<file path="config.mk">
export PLATFORM = sky130hd
export DESIGN_NAME = card_deck
export DESIGN_NICKNAME = d
export VERILOG_FILES = /design/src/rtl/bj_pkg.sv /design/src/rtl/card_deck_lfsr8.sv /design/src/rtl/card_deck.sv
export SDC_FILE = /design/constraint.sdc
export NUM_CORES = 1
export LEC_CHECK = 0
export ABC_AREA = 1
export BUFFER_PORTS_ARGS = -buffer_cell sky130_fd_sc_hd__buf_2
export CAP_MARGIN = 20
export CORE_MARGIN = 4
export CORE_UTILIZATION = 55
export DETAILED_ROUTE_END_ITERATION = 12
export GPL_TIMING_DRIVEN = 0
export PLACE_DENSITY = 0.79
export REMOVE_ABC_BUFFERS = 1
export SYNTH_ARGS = -nofsm -noshare
export SYNTH_HDL_FRONTEND = slang
export SYNTH_HIERARCHICAL = 1
export SYNTH_SLANG_ARGS = --single-unit
</file>
<file path="constraint.sdc">
create_clock -name clk -period 5.2 [get_ports clk]
set_clock_uncertainty 0.2 [all_clocks]
set_input_delay 1.04 -clock clk [delete_from_list [all_inputs] [get_ports clk]]
set_output_delay 1.04 -clock clk [all_outputs]
set_load 0.02 [all_outputs]
</file>
<file path="src/rtl/bj_pkg.sv">
// Shared deck constants, FSM state encoding and the index-to-card-value mapping
// used by both the card source and its scoreboard.
package bj_pkg;

  localparam int DECK_SIZE = 52;
  localparam int SUIT_SIZE = 13;
  localparam int ACE_VALUE = 1;

  typedef enum logic [2:0] {
    ST_IDLE    = 3'd0,
    ST_SHUFFLE = 3'd1,
    ST_DRAW    = 3'd2,
    ST_PROBE   = 3'd3,
    ST_DEAL    = 3'd4
  } deck_state_t;

  // rank 0 is the ace, ranks 9..12 are 10/J/Q/K
  function automatic logic [4:0] idx_to_value(input logic [5:0] idx,
                                              input logic [4:0] face);
    logic [5:0] rank;
    rank = idx % 6'(SUIT_SIZE);
    if (rank == 6'd0)      return 5'(ACE_VALUE);
    else if (rank <= 6'd8) return 5'(rank + 6'd1);
    else                   return face;
  endfunction

endpackage

</file>
<file path="src/rtl/card_deck_lfsr8.sv">
// Free-running 8-bit Fibonacci LFSR, polynomial x^8+x^6+x^5+x^4+1.
module lfsr8 (
  input  logic       clk,
  input  logic       rst,
  input  logic [7:0] seed,
  output logic [7:0] q
);

  logic fb;
  // an all-zero seed would lock the register, so it is replaced by 1
  assign fb = q[7] ^ q[5] ^ q[4] ^ q[3];

  always_ff @(posedge clk) begin
    if (rst) q <= (seed == 8'h00) ? 8'h01 : seed;
    else     q <= {q[6:0], fb};
  end

endmodule

</file>
<file path="src/rtl/card_deck.sv">
// Single-deck card source: dealt-card bitmap plus LFSR draw with linear probing.
// CARD_DECK_SEED_EN adds a seed port that the LFSR loads while rst is high.
module card_deck
  import bj_pkg::*;
#(
  parameter logic [7:0] LFSR_SEED  = 8'hA5,
  parameter int         FACE_VALUE = 10
) (
  input  logic       clk,
  input  logic       rst,
`ifdef CARD_DECK_SEED_EN
  input  logic [7:0] seed,
`endif
  input  logic       req,
  input  logic       shuffle,
  output logic       card_valid,
  output logic [4:0] card,
  output logic [5:0] cards_left,
  output logic       busy,
  output logic       reshuffled
);

  deck_state_t              state;
  logic [DECK_SIZE-1:0]     used;
  logic [5:0]               idx;
  logic                     pending;
  logic [7:0]               lfsr;
  logic [7:0]               lfsr_seed;
  logic [5:0]               draw_idx;
  logic                     lfsr_unused;

`ifdef CARD_DECK_SEED_EN
  assign lfsr_seed = seed;
`else
  assign lfsr_seed = LFSR_SEED;
`endif

  lfsr8 u_lfsr (
    .clk  (clk),
    .rst  (rst),
    .seed (lfsr_seed),
    .q    (lfsr)
  );

  // fold 52..63 down to 0..11 so every draw lands inside the deck
  assign draw_idx    = (lfsr[5:0] >= 6'(DECK_SIZE)) ? lfsr[5:0] - 6'(DECK_SIZE)
                                                    : lfsr[5:0];
  assign lfsr_unused = ^lfsr[7:6];

  always_ff @(posedge clk) begin
    if (rst) begin
      state      <= ST_IDLE;
      used       <= '0;
      cards_left <= 6'(DECK_SIZE);
      card       <= 5'd0;
      idx        <= 6'd0;
      pending    <= 1'b0;
    end else begin
      case (state)
        ST_IDLE: begin
          if (shuffle) begin
            state   <= ST_SHUFFLE;
            pending <= req;
          end else if (req) begin
            if (cards_left == 6'd0) begin
              state   <= ST_SHUFFLE;
              pending <= 1'b1;
            end else begin
              state <= ST_DRAW;
            end
          end
        end
        ST_SHUFFLE: begin
          used       <= '0;
          cards_left <= 6'(DECK_SIZE);
          pending    <= 1'b0;
          state      <= pending ? ST_DRAW : ST_IDLE;
        end
        ST_DRAW: begin
          idx   <= draw_idx;
          state <= ST_PROBE;
        end
        ST_PROBE: begin
          // walk forward with wrap until an undealt card is found
          if (used[idx]) begin
            idx <= (idx == 6'(DECK_SIZE - 1)) ? 6'd0 : idx + 6'd1;
          end else begin
            used[idx]  <= 1'b1;
            cards_left <= cards_left - 6'd1;
            card       <= idx_to_value(idx, 5'(FACE_VALUE));
            state      <= ST_DEAL;
          end
        end
        ST_DEAL:  state <= ST_IDLE;
        default:  state <= ST_IDLE;
      endcase
    end
  end

  assign card_valid = (state == ST_DEAL);
  assign busy       = (state != ST_IDLE);
  assign reshuffled = (state == ST_SHUFFLE);

endmodule

</file>
# --- Yosys cells after proc, flatten, opt, wreduce, memory -nomap -nowiden ---
# Cells that the tools add are included.
totals:
  regBits: 81
  out_inout_bits: 14
classes:
  add_sub_neg: 4
  div_mod_pow: 1
  n_lt_le_gt_ge: 4
  n_eq_ne: 9
  n_mux: 24
  n_bitwise: 5
  reduce_logical: 13
ops:
  columns: ["operator", "count"]
  rows:
  - ["one-hot mux 52 bit (2 select lines)", 1]
  - ["two-way mux 52 bit", 1]
  - ["OR 52 bit", 1]
  - ["two-way mux 6 bit", 4]
  - ["one-hot mux 6 bit (2 select lines)", 2]
  - ["zero test 6 bit", 2]
  - ["one-hot mux 3 bit (4 select lines)", 1]
  - ["two-way mux 5 bit", 2]
  - ["two-way mux 3 bit", 3]
  - ["AND reduction 2 bit", 4]
  - ["less-than comparator 6 x 7 -> 1 bit, second input constant", 1]
  - ["adder 6 x 1 -> 6 bit, second input constant", 1]
  - ["binary-select mux 1 bit (select 6 bit)", 1]
  - ["demux 1 bit (select 6 bit)", 1]
  - ["equality test 3 x 2 -> 1 bit, second input constant", 2]
  - ["equality test 6 bit, second input constant", 1]
  - [">= comparator 6 x 1 -> 1 bit, second input constant", 1]
  - [">= comparator 6 bit, second input constant", 1]
  - ["<= comparator 6 x 4 -> 1 bit, second input constant", 1]
  - ["remainder unit 6 x 4 -> 6 bit, second input constant", 1]
  - ["inequality test 3 bit, second input constant", 2]
  - ["nonzero test 2 bit", 3]
  - ["subtractor 6 x 1 -> 6 bit, second input constant", 1]
  - ["subtractor 6 bit, second input constant", 1]
  - ["other kinds (13)", 21]

# --- Longest topological paths before layout ---
# Gate-level depths: netlist of run 1.
depth:
  word_depth: 7
  ltp_mapped: 29
  mapped_depth_nobuf: 28

# --- By module ---
# The synthesis of run 1 kept the hierarchy.
by_module_without_submodules:
  columns: ["module", "n_inst", "cells_each", "area_each_um2", "seq_area_each_um2"]
  rows:
  - ["card_deck", 1, 588, 4269.1, 1461.4]
  - ["lfsr8", 1, 57, 352.8, 160.2]

# --- Worst setup path before layout of run 1 ---
# OpenSTA, ideal clock, no wires.
synth_path:
  path_type: "flip-flop to flip-flop"
  startpoint: "register idx[0]"
  endpoint: "register card[1]"
  setup_ns: 0.132
  t_arrival_ns: 3.022
  setup_slack_ns: 1.846
  stages_incl_launch_ff: 29
  synth_period_minus_slack_ns: 3.354
  path_cell_list: "dfxtp_1 buf_6 clkinv_4 ha_1 nand2_1 nand2_1 nand2_2 nand2_2 nand2_1 inv_1 ha_1 nand2_2 nand2_4 nand2_4 nand2_1 nand2_1 inv_1 ha_1 or2_2 nand3_4 nand2_4 nand2_2 nand2_2 nor2_1 nand3_1 nand2_1 nand2_1 nand2_1 a21oi_1"
synth_between:
  elab_chain_cells: 4
synth_rtl:
  columns: ["element", "line", "text"]
  rows:
  - ["start, declared", "card_deck.sv:25", "logic [5:0] idx;"]
  - ["start signal, assigned", "card_deck.sv:80", "idx <= draw_idx;"]
  - ["start signal, assigned", "card_deck.sv:86", "idx <= (idx == 6'(DECK_SIZE - 1)) ? 6'd0 : idx + 6'd1;"]
  - ["remainder unit 6 x 4 -> 6 bit / binary-select mux 1 bit (select 6 bit) (equally long branches)", "bj_pkg.sv:21, card_deck.sv:85", null]
  - ["adder 5 x 1 -> 5 bit, or another cell as far along", "bj_pkg.sv:23", "else if (rank <= 6'd8) return 5'(rank + 6'd1);"]
  - ["two-way mux 5 bit / inverter 1 bit (equally long branches)", null, null]
  - ["two-way mux 5 bit / AND reduction 2 bit (equally long branches)", null, null]
  - ["end signal, assigned", "card_deck.sv:90", "card <= idx_to_value(idx, 5'(FACE_VALUE));"]
  - ["end, declared", "card_deck.sv:17", "output logic [4:0] card,"]
# Several ways; a longest one is shown, not always the timed one. The select of a mux whose other input is x is not followed.
# A chain may end at the register's enable or synchronous reset.

# --- Worst setup path after layout of run 1 ---
# Same ends and word-level chain as after synthesis.

==> flow_metrics.env, run 1 <==
export IMPL_pin_count=18
export IMPL_fin_crit_sh=0.7782
export IMPL_slowest_stage="dfxtp_1"
export IMPL_postLayoutCoreUtil=0.6010
export IMPL_grt_pass1_wl_um=17630
export IMPL_critPathTopFamily="simple AND/OR/NAND/NOR gates"
export IMPL_nNetsFinal=679
export IMPL_cp_start_kind="flop"
export IMPL_ir_drop_mv=0.1755
export IMPL_ant_nets=0
export IMPL_synthTopCellsByCount="nand2_1 (118), inv_1 (93), dfxtp_1 (81)"
export IMPL_post_cts_setup_buffers=0
export IMPL_drive_gt1_frac=0.1340
export IMPL_cp_end_kind="flop"
export IMPL_hp_class="reg -> reg"
export IMPL_synth_ff_type="dfxtp_1"
export IMPL_status="finished clean"
export IMPL_finalMaxSlewViolations=0
export IMPL_arrival_ns=4.07
export IMPL_cts_sinks=81
export IMPL_ys_warn_count=6
export IMPL_ctsHoldBuffers=0
export IMPL_synth_top_cell_by_area="dfxtp_1"
export IMPL_grt_pass1_vias=3880
export IMPL_placed_cell_area_um2=4756
export IMPL_cts_tree="done"
export IMPL_min_period_ns=4.046
export IMPL_finalHoldViolations=0
export IMPL_antennaDiodeCount=0
export IMPL_power_density_nw_per_um2=295.2
export IMPL_drcViolationCount=0
export IMPL_start_util=0.5654
export IMPL_cts_path_max_buffers=2
export IMPL_tns_ns=0
export IMPL_syn_area_per_cell_um2=7.166
export IMPL_worstMarginPinSlew_ns=1.131
export IMPL_fin_area_um2=4913
export IMPL_die_w_um=99.67
export IMPL_htree_num_levels=3
export IMPL_place_congestion=0.8748
export IMPL_grt_max_degree=61
export IMPL_cts_root_buf="clkbuf_8"
export IMPL_rsz0062_at_grt="no"
export IMPL_dp_hpwl_um=7046
export IMPL_wirelength_um=10520
export IMPL_drt_pass1_iterations=5
export IMPL_synth_cell_type_count=50
export IMPL_critPathKind="reg -> reg"
export IMPL_drt_initial_drc_count=265
export IMPL_synth_async_reset_ratio=0
export IMPL_timing_fmax_mhz=247.1
export IMPL_synth_cells=645
export IMPL_post_drt_wl_per_cell_um=13.68
export IMPL_path_buf_inv=3
export IMPL_synth_top_area_share=0.3508
export IMPL_die_h_um=99.67
export IMPL_dieArea_um2=9934
export IMPL_cap_viol_max_count=0
export IMPL_area_delta_synth_final_pct=6.307
export IMPL_synth_area_leaders="dfxtp_1 (35%), nand2_1 (9.6%), inv_1 (7.6%)"
export IMPL_p_total_mw=1.450
export IMPL_worstPathMaxFanout=10
export IMPL_track_usage=0.2169
export IMPL_viasPerCell=5.503
export IMPL_crit_top_cell="nand2_1"
export IMPL_crit_path_max_incr_delay_ns=0.68
export IMPL_cts_clk_slew_worst_paths_ns=0.08
export IMPL_cp_required_ns=5.22
export IMPL_synth_edf_count=0
export IMPL_syn_cell_area_um2=4622
export IMPL_synth_seq_cells=81
export IMPL_setup_viol=0
export IMPL_overflow=0
export IMPL_antenna_found_initial=0
export IMPL_nFillCells=752
export IMPL_rows=33
export IMPL_p_leak_nw=2.018
export IMPL_yosys_cell_count_top_type="nand2_1"
export IMPL_num_vias=4232
export IMPL_relSlewSlack=0.2405
export IMPL_cts_made_buffers=9
export IMPL_clk_latency_ns=0.35
export IMPL_port_buffers=17
export IMPL_yosysSeqAreaShare=0.3508
export IMPL_core_region_area_um2=8175
export IMPL_hold_slack_ns=0.2419
export IMPL_cts_resized=0
[worst paths after layout]
kind	startpoint	end	slack, ns	depth (start not counted)
min reg2reg	u_lfsr/q[6]	u_lfsr/q[7]	0.24	2
max	idx[0]	card[1]	1.15	27
min	u_lfsr/q[6]	u_lfsr/q[7]	0.24	2
max reg2reg	idx[0]	card[1]	1.15	27
[worst min-delay path, stage by stage, from the launching register on]
cell and delay (ns):
dfxtp_1 0.32, nand2_1 0.05, nand2_1 0.04
[report_power, final]
part / switching (mW) / internal [mW]
Combinational: 0.264 / 0.114
Sequential: 0.0353 / 0.645
Clock: 0.225 / 0.168
[cells by family after synthesis]
logic type	synth area share
xor gates and xnor gates	0.009474
adders and majority gates	0.03790
other	0.001625
and+or+nand+nor	0.3132
DFF	0.3508
AOI/OAI and AO/OA	0.1557
buffers and inverters	0.1313
[stage by stage]
step,instances,worst slack (ns)
6_report,769,1.154
5_1_grt,769,0.7586
4_1_cts,769,1.142
3_5_place_dp,755,1.183
3_3_place_gp,753,-0.2696
2_1_floorplan,631,1.168
[layout by cell type, fill, tap and decap left out, drive strengths merged, types with 3 or more instances in the layout]
cell,netlist,final
a21oi,66,66
buf,16,19
clkbuf,10,9
clkinv,3,5
conb,2,14
dfxtp,81,81
ha,14,14
inv,106,107
nand2,136,136
nand3,38,38
nand3b,4,4
nand4,55,55
nor2,40,40
nor3,6,6
o21ai,21,21
o22ai,19,19
or2,3,3
xor2,4,4
[state kept, by name, indices dropped and copies added, names as in the netlist]
name	cells
card	5
cards_left	6
idx	6
pending	1
state	3
u_lfsr/q	8
used	52
[per-layer routing]
| layer | track usage | part of all wire |
|---|---|---|
| met1 | 0.2745 | 0.46 |
| met2 | 0.3628 | 0.49 |
| met3 | 0.05189 | 0.039 |
| met4 | 0.07038 | 0.015 |
| met5 | 0 | 0 |
[layout make-up]
| class | instances | area, µm² | area share |
|---|---|---|---|
| well taps | 105 | 131.4 | 0.02674 |
| inverters | 109 | 421.7 | 0.08582 |
| multi-input cells | 441 | 2449 | 0.4983 |
| flip-flops and latches | 81 | 1622 | 0.3300 |
| repair buffers | 19 | 132.6 | 0.02699 |
| clock buffers | 9 | 123.9 | 0.02521 |
| clock inverters | 5 | 33.78 | 0.006875 |
Power figures use the tool's default switching activity.
==> run 2: changes to the inputs <==
--- a/config.mk
+++ b/config.mk
@@ -5,14 +5,14 @@
 export SDC_FILE = /design/constraint.sdc
 export NUM_CORES = 1
 export LEC_CHECK = 0
-export ABC_AREA = 1
+export ABC_AREA = 0
 export BUFFER_PORTS_ARGS = -buffer_cell sky130_fd_sc_hd__buf_2
 export CAP_MARGIN = 20
 export CORE_MARGIN = 4
 export CORE_UTILIZATION = 55
 export DETAILED_ROUTE_END_ITERATION = 12
 export GPL_TIMING_DRIVEN = 0
-export PLACE_DENSITY = 0.79
+export PLACE_DENSITY = 0.82
 export REMOVE_ABC_BUFFERS = 1
 export SYNTH_ARGS = -nofsm -noshare
 export SYNTH_HDL_FRONTEND = slang
==> constraint.sdc (replaced) <==
create_clock -name clk -period 3.5 [get_ports clk]
set_clock_uncertainty 0.2 [all_clocks]
set_input_delay 0.7 -clock clk [delete_from_list [all_inputs] [get_ports clk]]
set_output_delay 0.7 -clock clk [all_outputs]
set_load 0.02 [all_outputs]
==> flow_metrics.env, run 2 <==
export IMPL_nNetsFinal=561
export IMPL_dieArea_um2=9312
export IMPL_drt_initial_drc_count=288
export IMPL_synthMuxAreaShare=0.09991
export IMPL_switching_share=0.3445
export IMPL_ir_drop_mv=0.4034
export IMPL_synth_area_leaders="dfxtp_1 (38%), nor2_1 (7.3%), a21oi_1 (7.0%)"
export IMPL_grt_pass1_vias=3909
export IMPL_relSlewSlack=0.2932
export IMPL_setup_viol=9
export IMPL_antennaDiodeCount=0
export IMPL_rows=32
export IMPL_grt_max_degree=56
export IMPL_worstPathMaxFanout=7
export IMPL_die_h_um=96.50
export IMPL_core_region_area_um2=7687
export IMPL_synth_seq_cells=81
export IMPL_timing_fmax_mhz=272.0
export IMPL_ant_nets=0
export IMPL_cts_clk_slew_worst_paths_ns=0.09
export IMPL_finalMaxSlewViolations=0
export IMPL_nFillCells=589
export IMPL_synth_cells=500
export IMPL_status="complete, but fails checks"
export IMPL_worstMarginPinSlew_ns=1.052
export IMPL_wirelength_um=11710
export IMPL_finalHoldViolations=0
export IMPL_start_util=0.5604
export IMPL_cts_sinks=81
export IMPL_synth_cell_type_count=66
export IMPL_arrival_ns=3.74
export IMPL_final_cell_mix="nor2_1 (80), dfxtp_1 (75), a21oi_1 (59), nand2_1 (28), buf_4 (26)"
export IMPL_pwr_share_seq=0.414
export IMPL_place_congestion=0.8725
export IMPL_hp_class="reg -> reg"
export IMPL_rsz0062_at_grt="yes"
export IMPL_pin_count=18
export IMPL_synth_async_reset_ratio=0
export IMPL_cts_made_buffers=9
export IMPL_critPathKind="reg -> reg"
export IMPL_synthTopCellsByCount="nor2_1 (84), dfxtp_1 (81), a21oi_1 (60)"
export IMPL_cts_root_buf="clkbuf_8"
export IMPL_viasPerCell=6.235
export IMPL_largest_reg_flops=52
export IMPL_port_buffers=17
export IMPL_cp_start_kind="flop"
export IMPL_antenna_found_initial=0
export IMPL_syn_area_per_cell_um2=8.616
export IMPL_p_int_mw=1.588
export IMPL_synth_top_area_share=0.3764
export IMPL_reg_top3="used (52), u_lfsr/q (8)"
export IMPL_syn_cell_area_um2=4308
export IMPL_combinationalPowerShare=0.292
export IMPL_synthAdderAreaFrac=0.04066
export IMPL_grt_pass1_wl_um=18800
export IMPL_yosysSeqAreaShare=0.3764
export IMPL_htree_num_levels=3
export IMPL_drive_gt1_frac=0.2518
export IMPL_power_switching_mw=0.8345
export IMPL_num_vias=4053
export IMPL_p_leak_nw=1.973
export IMPL_fin_crit_sh=1.050
export IMPL_layout_commonest_cell="nor2_1"
export IMPL_area_delta_synth_final_pct=19.63
export IMPL_hold_slack_ns=0.2573
export IMPL_yosys_cell_count_top_type="nor2_1"
export IMPL_synth_top_family_by_area="compound AO/OA/AOI/OAI gates"
export IMPL_cts_path_max_buffers=2
export IMPL_place_ws_ns=-2.135
export IMPL_drt_pass1_iterations=5
export IMPL_overflow=0
export IMPL_setup_slack_ns=-0.1762
export IMPL_cap_viol_max_count=0
export IMPL_synth_top_cell_by_area="dfxtp_1"
export IMPL_track_usage=0.2595
export IMPL_synth_simple_area_share=0.1900
export IMPL_synth_ff_type="dfxtp_1"
export IMPL_drcViolationCount=0
export IMPL_violations="setup timing"
export IMPL_synth_edf_count=0
export IMPL_top_register="used"
export IMPL_synth_compound_area_frac=0.2152
export IMPL_clk_latency_ns=0.37
export IMPL_synth_xor_area_share=0.02846
export IMPL_die_w_um=96.50
export IMPL_cp_required_ns=3.56
export IMPL_dp_hpwl_um=6879
export IMPL_clock_power_share=0.294
export IMPL_power_density_nw_per_um2=470.1
export IMPL_cts_tree="done"
export IMPL_post_drt_wl_per_cell_um=18.01
export IMPL_ys_warn_count=6
export IMPL_min_period_ns=3.676
export IMPL_ctsHoldBuffers=0
export IMPL_cp_end_kind="flop"
## run 2: repair_timing
item	CTS	global route
endpoints found under the hold margin	0	0
gates cloned	0	0
resized for setup	47	23
pin swaps	13	15
setup buffers	18	10
setup endpoints to repair	63	57
## run 2: layout make-up
class | count | area, µm² | area share
Clock buffer | 10 | 127.6 | 0.02476
Inverter | 20 | 116.4 | 0.02258
Tap cell | 102 | 127.6 | 0.02476
Multi-Input combinational cell | 384 | 2735 | 0.5307
Sequential cell | 81 | 1639 | 0.3180
Timing Repair Buffer | 47 | 334.1 | 0.06482
Clock inverter | 6 | 73.82 | 0.01432
## run 2: power groups by stage
stage / Clock, mW / Combinational [mW] / Sequential [mW]
global placement: 0 / 0.456 / 1.05
CTS: 0.719 / 0.647 / 0.997
detailed placement: 0 / 0.503 / 1.03
floorplan: 0 / 0.365 / 1.03
finish: 0.711 / 0.707 / 1.00
global route: 0.757 / 0.761 / 1.01
## run 2: critical path: stages, from the launching register on
cell,delay [ns]
dfxtp_4,0.39
inv_8,0.09
ha_4,0.16
a21boi_4,0.21
o221ai_4,0.14
inv_2,0.09
ha_4,0.14
inv_4,0.03
a41o_1,0.21
nor2_2,0.15
o21ai_2,0.11
xnor2_2,0.19
inv_2,0.08
ha_4,0.19
xor2_1,0.14
a22oi_1,0.16
o211ai_1,0.11
a221oi_2,0.20
a31o_1,0.24
xor2_1,0.09
a41o_1,0.24
## run 2: final timing paths
path              startpoint      end  slack (ns)  cells after the start
hold / removal       card[0]  card[0]        0.26                      2
setup / recovery      idx[3]  card[2]       -0.18                     20
setup reg to reg      idx[3]  card[2]       -0.18                     20
hold reg to reg      card[0]  card[0]        0.26                      2
## run 2: cell families (layout without fill, tap and decap cells)
family	after synthesis	after routing
buffers and inverters	48	83
AOI/OAI and AO/OA	139	139
DFF	81	81
muxes	28	28
other	2	15
adders and majority gates	14	14
xor gates and xnor gates	14	14
and+or+nand+nor	174	174
## run 2: stage by stage
step	setup TNS, ns	power, mW	utilization	area [µm²]	std cells
2_1_floorplan	-5.213	1.399	-	4227	485
3_3_place_gp	-42.74	1.503	0.5775	4439	604
3_5_place_dp	-24.48	1.537	0.5830	4482	606
4_1_cts	-4.360	2.363	0.6507	5002	640
5_1_grt	-3.157	2.526	0.6704	5154	650
6_report	-1.020	2.423	0.6704	5154	650
## run 2: routing by layer
metal	global-route usage	vias up	wire length [µm]
met1	0.3226	1943	4657
li1	-	1877	-
met5	0	-	0
met4	0.1262	0	369
met2	0.4293	193	5691
met3	0.05267	40	988
